[config.mk]
export PLATFORM = sky130hd
export DESIGN_NAME = interface_request_mux
export DESIGN_NICKNAME = d
export VERILOG_FILES = /design/src/rtl/adapter_pkg.sv /design/src/rtl/interface_request_mux_response_timer.sv /design/src/rtl/interface_request_mux.sv
export SDC_FILE = /design/constraint.sdc
export NUM_CORES = 1
export LEC_CHECK = 0
export CELL_PAD_IN_SITES_DETAIL_PLACEMENT = 0
export CELL_PAD_IN_SITES_GLOBAL_PLACEMENT = 1
export CORE_MARGIN = 2
export CORE_UTILIZATION = 25
export DETAILED_ROUTE_END_ITERATION = 10
export PLACE_DENSITY = 0.79
export SLEW_MARGIN = 0
export SYNTH_ARGS = -nofsm -noshare
export SYNTH_HDL_FRONTEND = slang
export SYNTH_SLANG_ARGS = --single-unit
[constraint.sdc]
create_clock -name clk_i -period 3.06 [get_ports clk_i]
set_input_delay 0.612 -clock clk_i [delete_from_list [all_inputs] [get_ports clk_i]]
set_output_delay 0.612 -clock clk_i [all_outputs]
set_load 0.01 [all_outputs]
[src/rtl/adapter_pkg.sv]
// Shared types for the SoC adapter layer: the transaction FSM states and the
// default-width request bundle.
package adapter_pkg;

  localparam int ADDR_W_DEF = 32;
  localparam int DATA_W_DEF = 32;

  typedef enum logic [1:0] {
    IDLE  = 2'd0,
    REQ   = 2'd1,
    RESP  = 2'd2,
    FLUSH = 2'd3
  } state_e;

  typedef struct packed {
    logic [ADDR_W_DEF-1:0]   addr;
    logic [DATA_W_DEF-1:0]   wdata;
    logic                    we;
    logic [DATA_W_DEF/8-1:0] be;
  } req_t;

endpackage

[src/rtl/interface_request_mux_response_timer.sv]
// Saturating cycle counter that flags the last cycle of a TIMEOUT_CYCLES-long
// wait. TIMEOUT_CYCLES == 0 disables expiry.
module response_timer #(
  parameter int TIMEOUT_CYCLES = 255
) (
  input  logic clk_i,
  input  logic reset_i,
  input  logic clear,
  input  logic enable,
  output logic expired
);

  localparam int CNT_W   = (TIMEOUT_CYCLES > 0) ? $clog2(TIMEOUT_CYCLES + 1) : 1;
  localparam int EXP_INT = (TIMEOUT_CYCLES > 0) ? TIMEOUT_CYCLES - 1 : 0;
  localparam logic [CNT_W-1:0] EXP_VAL = EXP_INT[CNT_W-1:0];
  localparam logic [CNT_W-1:0] CNT_MAX = '1;

  logic [CNT_W-1:0] count;

  // Clear wins over enable; the count sticks at all-ones instead of wrapping.
  always_ff @(posedge clk_i or posedge reset_i) begin
    if (reset_i) begin
      count <= '0;
    end else if (clear) begin
      count <= '0;
    end else if (enable && (count != CNT_MAX)) begin
      count <= count + CNT_W'(1);
    end
  end

  assign expired = (TIMEOUT_CYCLES != 0) && (count == EXP_VAL);

endmodule

[src/rtl/interface_request_mux.sv]
// N-to-1 request mux behind an external arbiter: locks one grant, forwards the
// winner's request to the slave and steers the single response back.
module interface_request_mux
  import adapter_pkg::*;
#(
  parameter int IN_COUNT       = 2,
  parameter int IN_COUNT_LOG   = (IN_COUNT > 1) ? $clog2(IN_COUNT) : 1,
  parameter int ADDR_W         = ADDR_W_DEF,
  parameter int DATA_W         = DATA_W_DEF,
  parameter int TIMEOUT_CYCLES = 255
) (
  input  logic                         clk_i,
  input  logic                         reset_i,
  input  logic [IN_COUNT-1:0]          m_req_valid_i,
  output logic [IN_COUNT-1:0]          m_req_ready_o,
  input  logic [IN_COUNT*ADDR_W-1:0]   m_addr_i,
  input  logic [IN_COUNT*DATA_W-1:0]   m_wdata_i,
  input  logic [IN_COUNT-1:0]          m_we_i,
  input  logic [IN_COUNT*DATA_W/8-1:0] m_be_i,
  output logic [IN_COUNT-1:0]          m_rsp_valid_o,
  output logic [DATA_W-1:0]            m_rdata_o,
  output logic                         m_err_o,
  output logic [IN_COUNT-1:0]          arb_valid_list_o,
  input  logic [IN_COUNT_LOG-1:0]      arb_sel_i,
  output logic                         s_req_valid_o,
  input  logic                         s_req_ready_i,
  output logic [ADDR_W-1:0]            s_addr_o,
  output logic [DATA_W-1:0]            s_wdata_o,
  output logic                         s_we_o,
  output logic [DATA_W/8-1:0]          s_be_o,
  input  logic                         s_rsp_valid_i,
  input  logic [DATA_W-1:0]            s_rdata_i,
  input  logic                         s_err_i,
  output state_e                       dbg_state
);

  localparam int BE_W = DATA_W / 8;

  typedef struct packed {
    logic [ADDR_W-1:0] addr;
    logic [DATA_W-1:0] wdata;
    logic              we;
    logic [BE_W-1:0]   be;
  } req_s;

  // Handshakes: a master request transfers when m_req_valid_i & m_req_ready_o,
  // the slave request when s_req_valid_o & s_req_ready_i; responses are
  // single-cycle strobes with no back-pressure.
  state_e                  state, state_next;
  logic [IN_COUNT_LOG-1:0] sel_idx, grant;
  logic [IN_COUNT-1:0]     sel_onehot, grant_onehot;
  logic                    sel_valid, accept;
  req_s                    sel_req, req;
  logic                    tmr_clear, tmr_enable, tmr_expired;

  assign sel_idx = (IN_COUNT == 1) ? '0 : arb_sel_i;

  always_comb begin
    sel_onehot   = '0;
    grant_onehot = '0;
    sel_req      = '0;
    for (int i = 0; i < IN_COUNT; i++) begin
      if (sel_idx == IN_COUNT_LOG'(i)) begin
        sel_onehot[i] = 1'b1;
        sel_req.addr  = m_addr_i[i*ADDR_W +: ADDR_W];
        sel_req.wdata = m_wdata_i[i*DATA_W +: DATA_W];
        sel_req.we    = m_we_i[i];
        sel_req.be    = m_be_i[i*BE_W +: BE_W];
      end
      if (grant == IN_COUNT_LOG'(i)) begin
        grant_onehot[i] = 1'b1;
      end
    end
  end

  // A select pointing at an idle master (or past the last one) grants nothing.
  assign sel_valid = |(sel_onehot & m_req_valid_i);

  always_comb begin
    state_next       = state;
    accept           = 1'b0;
    m_req_ready_o    = '0;
    arb_valid_list_o = '0;
    m_rsp_valid_o    = '0;
    m_rdata_o        = '0;
    m_err_o          = 1'b0;
    s_req_valid_o    = 1'b0;
    tmr_clear        = 1'b0;
    tmr_enable       = 1'b0;
    unique case (state)
      IDLE: begin
        if (!reset_i) begin
          arb_valid_list_o = m_req_valid_i;
          if (sel_valid) begin
            accept        = 1'b1;
            m_req_ready_o = sel_onehot;
            state_next    = REQ;
          end
        end
      end
      REQ: begin
        s_req_valid_o = 1'b1;
        if (s_req_ready_i) begin
          tmr_clear  = 1'b1;
          state_next = RESP;
        end
      end
      RESP: begin
        // A real response beats a timeout landing in the same cycle.
        if (s_rsp_valid_i) begin
          m_rsp_valid_o = grant_onehot;
          m_rdata_o     = s_rdata_i;
          m_err_o       = s_err_i;
          state_next    = IDLE;
        end else if (tmr_expired) begin
          m_rsp_valid_o = grant_onehot;
          m_err_o       = 1'b1;
          tmr_clear     = 1'b1;
          state_next    = FLUSH;
        end else begin
          tmr_enable = 1'b1;
        end
      end
      FLUSH: begin
        if (s_rsp_valid_i || tmr_expired) begin
          state_next = IDLE;
        end else begin
          tmr_enable = 1'b1;
        end
      end
      default: state_next = IDLE;
    endcase
  end

  always_ff @(posedge clk_i or posedge reset_i) begin
    if (reset_i) begin
      state <= IDLE;
      grant <= '0;
      req   <= '0;
    end else begin
      state <= state_next;
      if (accept) begin
        grant <= sel_idx;
        req   <= sel_req;
      end
    end
  end

  response_timer #(
    .TIMEOUT_CYCLES(TIMEOUT_CYCLES)
  ) u_timer (
    .clk_i  (clk_i),
    .reset_i(reset_i),
    .clear  (tmr_clear),
    .enable (tmr_enable),
    .expired(tmr_expired)
  );

  assign s_addr_o  = req.addr;
  assign s_wdata_o = req.wdata;
  assign s_we_o    = req.we;
  assign s_be_o    = req.be;
  assign dbg_state = state;

endmodule

==> impl_metrics.env, run 1 <==
export IMPL_ant_nets=0
export IMPL_drc=0
export IMPL_finClkSkew_ns=0.00865
export IMPL_grt_use_total_pct=15.3
export IMPL_syn_cell_area_sq_um=4190
export IMPL_hold_viol_final=0
export IMPL_nets=889
export IMPL_critPathKind="reg -> out"
export IMPL_peakVddDrop_mv=0.268
export IMPL_die_h_um=133
export IMPL_clock_path_buffers=2
export IMPL_rsz0062_at_grt="no"
export IMPL_htreeDepth=3
export IMPL_p_comb_share_pct=46.5
export IMPL_antenna_found_initial=0
export IMPL_required_ns=2.45
export IMPL_p_int_mw=3.86
export IMPL_start_util_pct=25.4
export IMPL_clock_sinks=80
export IMPL_timing_fmax_mhz=356
export IMPL_slew_viol_final=0
export IMPL_clk_pin_slew_ns=0.06
export IMPL_ioPinCount=289
export IMPL_yosysUniqueCellTypes=35
export IMPL_overflow=0
export IMPL_hold_buffers=0
export IMPL_period_minus_slack_ns=2.81
export IMPL_async_flop_share_pct=100
export IMPL_vias_per_cell=4.57
export IMPL_ctsResizeCount=0
export IMPL_areaGrowthSynthToFinish_pct=82.6
export IMPL_arrival_ns=2.20
export IMPL_period_share_pct=91.9
export IMPL_grt_start_max_net_pins=73
export IMPL_p_leak_nw=3.29
export IMPL_synth_edf_count=0
export IMPL_vias=4247
export IMPL_cts_root_buf="clkbuf_16"
export IMPL_swShare_pct=33.3
export IMPL_insertion_delay_ns=0.34
export IMPL_avgSynthCellArea_sq_um=9.76
export IMPL_power_density_nw_per_um2=758
export IMPL_cp_max_fo=25
export IMPL_finalSetupViolCount=0
export IMPL_diodes=0
export IMPL_power_switching_mw=1.93
export IMPL_worst_slew_margin_rel_pct=51.3
export IMPL_synth_flop_cell="dfrtp_1"
export IMPL_critPathSlowestCell="clkdlybuf4s50_1"
export IMPL_status="finished clean"
export IMPL_firstDrtPassIters=4
export IMPL_clkPwrFrac_pct=21.7
export IMPL_dieWidth_um=133
export IMPL_syn_inst=429
export IMPL_wl_per_cell_um=14.8
export IMPL_drv_cap=0
export IMPL_cp_cell_sequence="inv_1 -> ha_2 -> buf_4 -> and3_1 -> clkdlybuf4s50_1"
export IMPL_p_seq_share_pct=31.7
export IMPL_syn_nets=613
export IMPL_grt_pass1_wl_um=21500
export IMPL_core_area_sq_um=16500
export IMPL_cts_tree="built"
export IMPL_drive_gt1_share_pct=4.65
export IMPL_worst_pin_slew_ns=0.731
export IMPL_wl_um=13800
export IMPL_hold_path_class="reg -> reg"
export IMPL_numCtsBuffers=9
export IMPL_dieArea_sq_um=17800
export IMPL_synth_seq_area_share_pct=47.8
export IMPL_drt_iter0_drc=88
export IMPL_postCtsSetupBuffers=0
export IMPL_synth_warnings=0
export IMPL_start_kind="flop"
export IMPL_total_power_mw=5.79
export IMPL_ys_ff_latch=80
export IMPL_io_buffer_count=288
export IMPL_setup_tns_ns=0
export IMPL_slowest_delay_ns=0.54
export IMPL_worstSetupEndpointType="output pin"
export IMPL_num_rows=47
export IMPL_dp_hpwl_um=10800
export IMPL_gp_congestion=0.813
export IMPL_grt_pass1_vias=4233
[critical path: cells and delay by family, from the launching register on]
family / cells / cell delay [ns]
fa+ha+maj: 1 / 0.31
flops: 1 / 0.43
buf+inv: 3 / 0.93
simple gates: 1 / 0.19
[registers in the layout, summed over array words and instances (netlist names)]
| signal | cells |
|---|---|
| s_be_o | 4 |
| u_timer.count | 8 |
| s_we_o | 1 |
| s_addr_o | 32 |
| grant | 1 |
| s_wdata_o | 32 |
| dbg_state | 2 |
[cell usage after synthesis, types with 2 or more instances]
library cell | count | area [sq um]
nor3_1 | 2 | 10.0
nand4_1 | 3 | 18.8
nor2_1 | 80 | 300
a211oi_1 | 3 | 22.5
buf_4 | 4 | 30.0
xnor2_1 | 3 | 26.3
clkbuf_1 | 8 | 30.0
nor2b_1 | 3 | 18.8
mux2i_1 | 73 | 731
dfrtp_1 | 80 | 2000
a21oi_1 | 70 | 350
nand3_1 | 3 | 15.0
inv_1 | 8 | 30.0
and2_1 | 2 | 12.5
buf_2 | 20 | 100
o21bai_1 | 2 | 15.0
nand2_1 | 6 | 22.5
ha_1 | 6 | 75.1
a31oi_1 | 2 | 12.5
and3_1 | 36 | 225
[cells in the final DEF (no fill, tap or decap), drive strengths merged, types with 2 or more instances in the layout]
master and instances:
clkbuf 10, nor3 2, a21oi 70, ha 6
inv 8, clkdlybuf4s50 287, a211oi 3, nand2 6
and2 2, clkinv 2, buf 11, nand3 3
a31oi 2, nor2b 4, and3 36, o21bai 2
nand4 3, xnor2 3, nor2 80, bufinv 3
mux2i 73, dfrtp 80
[area by class of cell]
type | instances | area, sq um
clock buffers | 10 | 229
clock inverters | 6 | 115
fillers | 1538 | 8820
inverters | 8 | 31.3
multi-input cells | 308 | 2000
flip-flops and latches | 80 | 2000
well taps | 220 | 275
repair buffers | 298 | 2990
[power by group through the flow]
stage / logic [mW] / clock network [mW] / registers, mW
after floorplan: 0.939 / 0 / 2.05
after global placement: 2.68 / 0 / 1.83
after detailed placement: 2.72 / 0 / 1.86
after CTS: 2.73 / 1.29 / 1.85
after global routing: 2.93 / 1.34 / 1.91
final: 2.69 / 1.26 / 1.84
[path summary, 6_finish.rpt]
| check | cells past startpoint | start | endpoint | slack [ns] |
|---|---|---|---|---|
| setup / recovery | 5 | dbg_state[0] | m_rdata_o[19] | 0.25 |
| hold / removal | 2 | s_be_o[1] | s_be_o[1] | 0.52 |
| setup reg to reg | 7 | dbg_state[0] | u_timer.count[7] | 0.85 |
| hold reg to reg | 2 | s_be_o[1] | s_be_o[1] | 0.52 |
| max in group asynchronous | 3 | reset_i | s_addr_o[29] | 1.65 |
| min in group asynchronous | 2 | reset_i | dbg_state[1] | 0.74 |
[cell families (layout without fill, tap and decap cells)]
| group | Yosys count | after routing | synth area share, % |
|---|---|---|---|
| AND/OR/NAND/NOR | 139 | 139 | 15.5 |
| adder cells (fa/ha/maj) | 6 | 6 | 1.79 |
| buffers and inverters | 41 | 322 | 4.63 |
| flip-flops | 80 | 80 | 47.8 |
| XOR/XNOR | 3 | 3 | 0.628 |
| multiplexers | 73 | 73 | 17.5 |
| AO/OA/AOI/OAI | 87 | 87 | 12.1 |
[metal layers]
metal / track usage (%) / wire length [um]
met1: 17.1 / 5320
met2: 27.1 / 6960
met3: 4.83 / 1160
met4: 5.97 / 316
met5: 0 / 0
[stage by stage]
stage	instances	hold slack (ns)	utilization (%)	setup slack [ns]	cell area (sq um)
after floorplan	429	0.504	-	0.396	4190
after global placement	914	0.504	44.3	0.325	7300
after detailed placement	914	0.517	44.3	0.308	7300
after CTS	930	0.533	46.4	0.0924	7640
after global routing	930	0.547	46.4	0.0905	7640
final	930	0.525	46.4	0.248	7640
No activity file was read; power rests on OpenSTA's default activity.
==> run 2, diff against run 1 <==
--- a/config.mk
+++ b/config.mk
@@ -7,11 +7,11 @@
 export LEC_CHECK = 0
 export CELL_PAD_IN_SITES_DETAIL_PLACEMENT = 0
 export CELL_PAD_IN_SITES_GLOBAL_PLACEMENT = 1
-export CORE_MARGIN = 2
+export CORE_MARGIN = 4
 export CORE_UTILIZATION = 25
 export DETAILED_ROUTE_END_ITERATION = 10
 export PLACE_DENSITY = 0.79
-export SLEW_MARGIN = 0
+export SLEW_MARGIN = 20
 export SYNTH_ARGS = -nofsm -noshare
 export SYNTH_HDL_FRONTEND = slang
 export SYNTH_SLANG_ARGS = --single-unit
==> constraint.sdc (replaced) <==
create_clock -name clk_i -period 2.7 [get_ports clk_i]
set_input_delay 0.54 -clock clk_i [delete_from_list [all_inputs] [get_ports clk_i]]
set_output_delay 0.54 -clock clk_i [all_outputs]
set_load 0.01 [all_outputs]
==> run 2 against run 1 <==
Net effect:
- register-to-register slack worse by 0.11 ns
- critical endpoint is now m_err_o
- via count is 0.82% lower
- total power is 13% higher
- cell count is 0.43% higher
- first-iteration DRC count is 44% higher
- hold slack hardly changed
- sequential power is 13% higher
- clock-buffer cell count is 2 higher
- die area is 6.1% higher
- non-clock buffer count is 4 higher
==> impl_metrics.env, run 2 (synthesized netlist as in run 1, its figures left out) <==
export IMPL_firstDrtPassIters=4
export IMPL_hold_buffers=0
export IMPL_setup_tns_ns=0
export IMPL_drv_cap=0
export IMPL_drt_iter0_drc=127
export IMPL_numCtsBuffers=9
export IMPL_hold_viol_final=0
export IMPL_start_util_pct=25.4
export IMPL_timing_fmax_mhz=393
export IMPL_pre_cts_ws_ns=0.0937
export IMPL_die_h_um=137
export IMPL_clock_path_buffers=2
export IMPL_p_comb_share_pct=47.6
export IMPL_wl_per_cell_um=15.8
export IMPL_power_density_nw_per_um2=852
export IMPL_use_met3_pct=5.30
export IMPL_cp_cell_sequence="and3_2 -> and3_2 -> mux2i_1 -> nor2_1 -> clkdlybuf4s50_1"
export IMPL_critPathSlowestCell="clkdlybuf4s50_1"
export IMPL_cp_max_fo=6
export IMPL_p_seq_share_pct=31.7
export IMPL_slowest_delay_ns=0.56
export IMPL_grt_pass1_wl_um=21500
export IMPL_cts_root_buf="clkbuf_16"
export IMPL_worst_pin_slew_ns=0.532
export IMPL_status="finished clean"
export IMPL_final_cell_mix="clkdlybuf4s50_1 (284), nor2_1 (80), dfrtp_1 (79)"
export IMPL_drc=0
export IMPL_final_common_cell="clkdlybuf4s50_1"
export IMPL_setup_slack_ns=0.155
export IMPL_gr_usage_met1_pct=15.0
export IMPL_gr_usage_met2_pct=27.4
export IMPL_worst_slew_margin_rel_pct=64.5
export IMPL_fin_area_sq_um=7700
export IMPL_grt_use_total_pct=14.8
export IMPL_power_switching_mw=2.19
export IMPL_grt_pass1_vias=4256
export IMPL_finClkSkew_ns=0.00687
export IMPL_path_delay_family="simple AND/OR/NAND/NOR gates"
export IMPL_ant_nets=0
export IMPL_worstSetupEndpointType="output pin"
export IMPL_period_share_pct=94.2
export IMPL_areaGrowthSynthToFinish_pct=83.9
export IMPL_overflow=0
export IMPL_start_kind="flop"
export IMPL_swShare_pct=33.4
export IMPL_cts_tree="built"
export IMPL_io_buffer_count=288
export IMPL_drive_gt1_share_pct=5.88
export IMPL_clkPwrFrac_pct=20.7
export IMPL_wl_um=14700
export IMPL_vias_per_cell=4.51
export IMPL_p_leak_nw=3.37
export IMPL_dpl_cell_area_sq_um=7320
export IMPL_clock_sinks=80
export IMPL_total_power_mw=6.56
export IMPL_period_minus_slack_ns=2.54
export IMPL_insertion_delay_ns=0.34
export IMPL_nets=893
export IMPL_num_rows=47
export IMPL_vias=4212
export IMPL_critPathKind="reg -> out"
export IMPL_dp_hpwl_um=11700
export IMPL_grt_start_max_net_pins=70
export IMPL_p_int_mw=4.37
export IMPL_slew_viol_final=0
export IMPL_diodes=0
export IMPL_top_usage_layer="met2"
export IMPL_dieArea_sq_um=18900
export IMPL_gp_congestion=0.802
export IMPL_cpMostUsedCell="and3_2"
export IMPL_ioPinCount=289
export IMPL_antenna_found_initial=1
export IMPL_hold_path_class="reg -> reg"
export IMPL_required_ns=2.16
export IMPL_path_buf_inv=1
export IMPL_finalSetupViolCount=0
export IMPL_core_area_sq_um=16500
export IMPL_arrival_ns=2.00
export IMPL_rsz0062_at_grt="no"
export IMPL_dieWidth_um=137
export IMPL_peakVddDrop_mv=0.356
export IMPL_htreeDepth=3
export IMPL_clk_pin_slew_ns=0.06
==> run 2: cell count changes in the layout (fill, tap and decap cells not counted), sizes merged <==
cell,delta
bufinv,-1
clkbuf,+2
buf,+4
inv,-1
dlymetal6s2s,+3
clkdlybuf4s50,-3
==> run 2: layout make-up <==
class	instances	area (sq um)
fill	1528	8770
timing repair buffer	302	3050
clock buffer	12	256
multi-input combinational	308	2010
tap	220	275
sequential	80	2000
inverter	8	31.3
clock inverter	4	76.3
==> run 2: path summary, 6_finish.rpt <==
path	to	startpoint	slack [ns]	cells past startpoint
max reg2reg	s_wdata_o[17]	dbg_state[1]	0.74	7
min	s_addr_o[14]	s_addr_o[14]	0.52	2
max in group asynchronous	s_addr_o[27]	reset_i	1.26	4
min reg2reg	s_addr_o[14]	s_addr_o[14]	0.52	2
min in group asynchronous	grant	reset_i	0.77	3
max	m_err_o	u_timer.count[3]	0.16	5
==> run 2: power groups by stage <==
stage	clock [mW]	combinational (mW)	sequential, mW
2_1_floorplan	0	1.06	2.33
4_1_cts	1.40	3.13	2.10
6_report	1.36	3.12	2.08
3_3_place_gp	0	3.07	2.08
5_1_grt	1.45	3.40	2.16
3_5_place_dp	0	3.10	2.11
==> run 2: metrics by stage <==
step,util [%],cells,hold WS [ns]
2_1_floorplan,-,429,0.504
3_5_place_dp,44.4,915,0.516
6_report,46.8,934,0.524
5_1_grt,46.8,934,0.552
4_1_cts,46.5,931,0.530
3_3_place_gp,44.4,915,0.504
==> run 2: repair_timing <==
action	CTS	global route
setup endpoints to repair	4	4
setup buffers	0	3
gates resized for setup	4	7
==> run 2: routing by layer <==
metal,wire length (um),vias to the layer above
met5,11,-
met4,325,2
met3,1550,20
met2,7660,201
met1,5190,1935
li1,-,2054
==> run 2: worst register-to-register path: stages, from the launching register on <==
cell and delay [ns]:
dfrtp_1 0.42, inv_1 0.11, ha_2 0.22, nor2b_4 0.17, nor2b_4 0.39, buf_12 0.32, nor2_1 0.12, a21oi_1 0.15
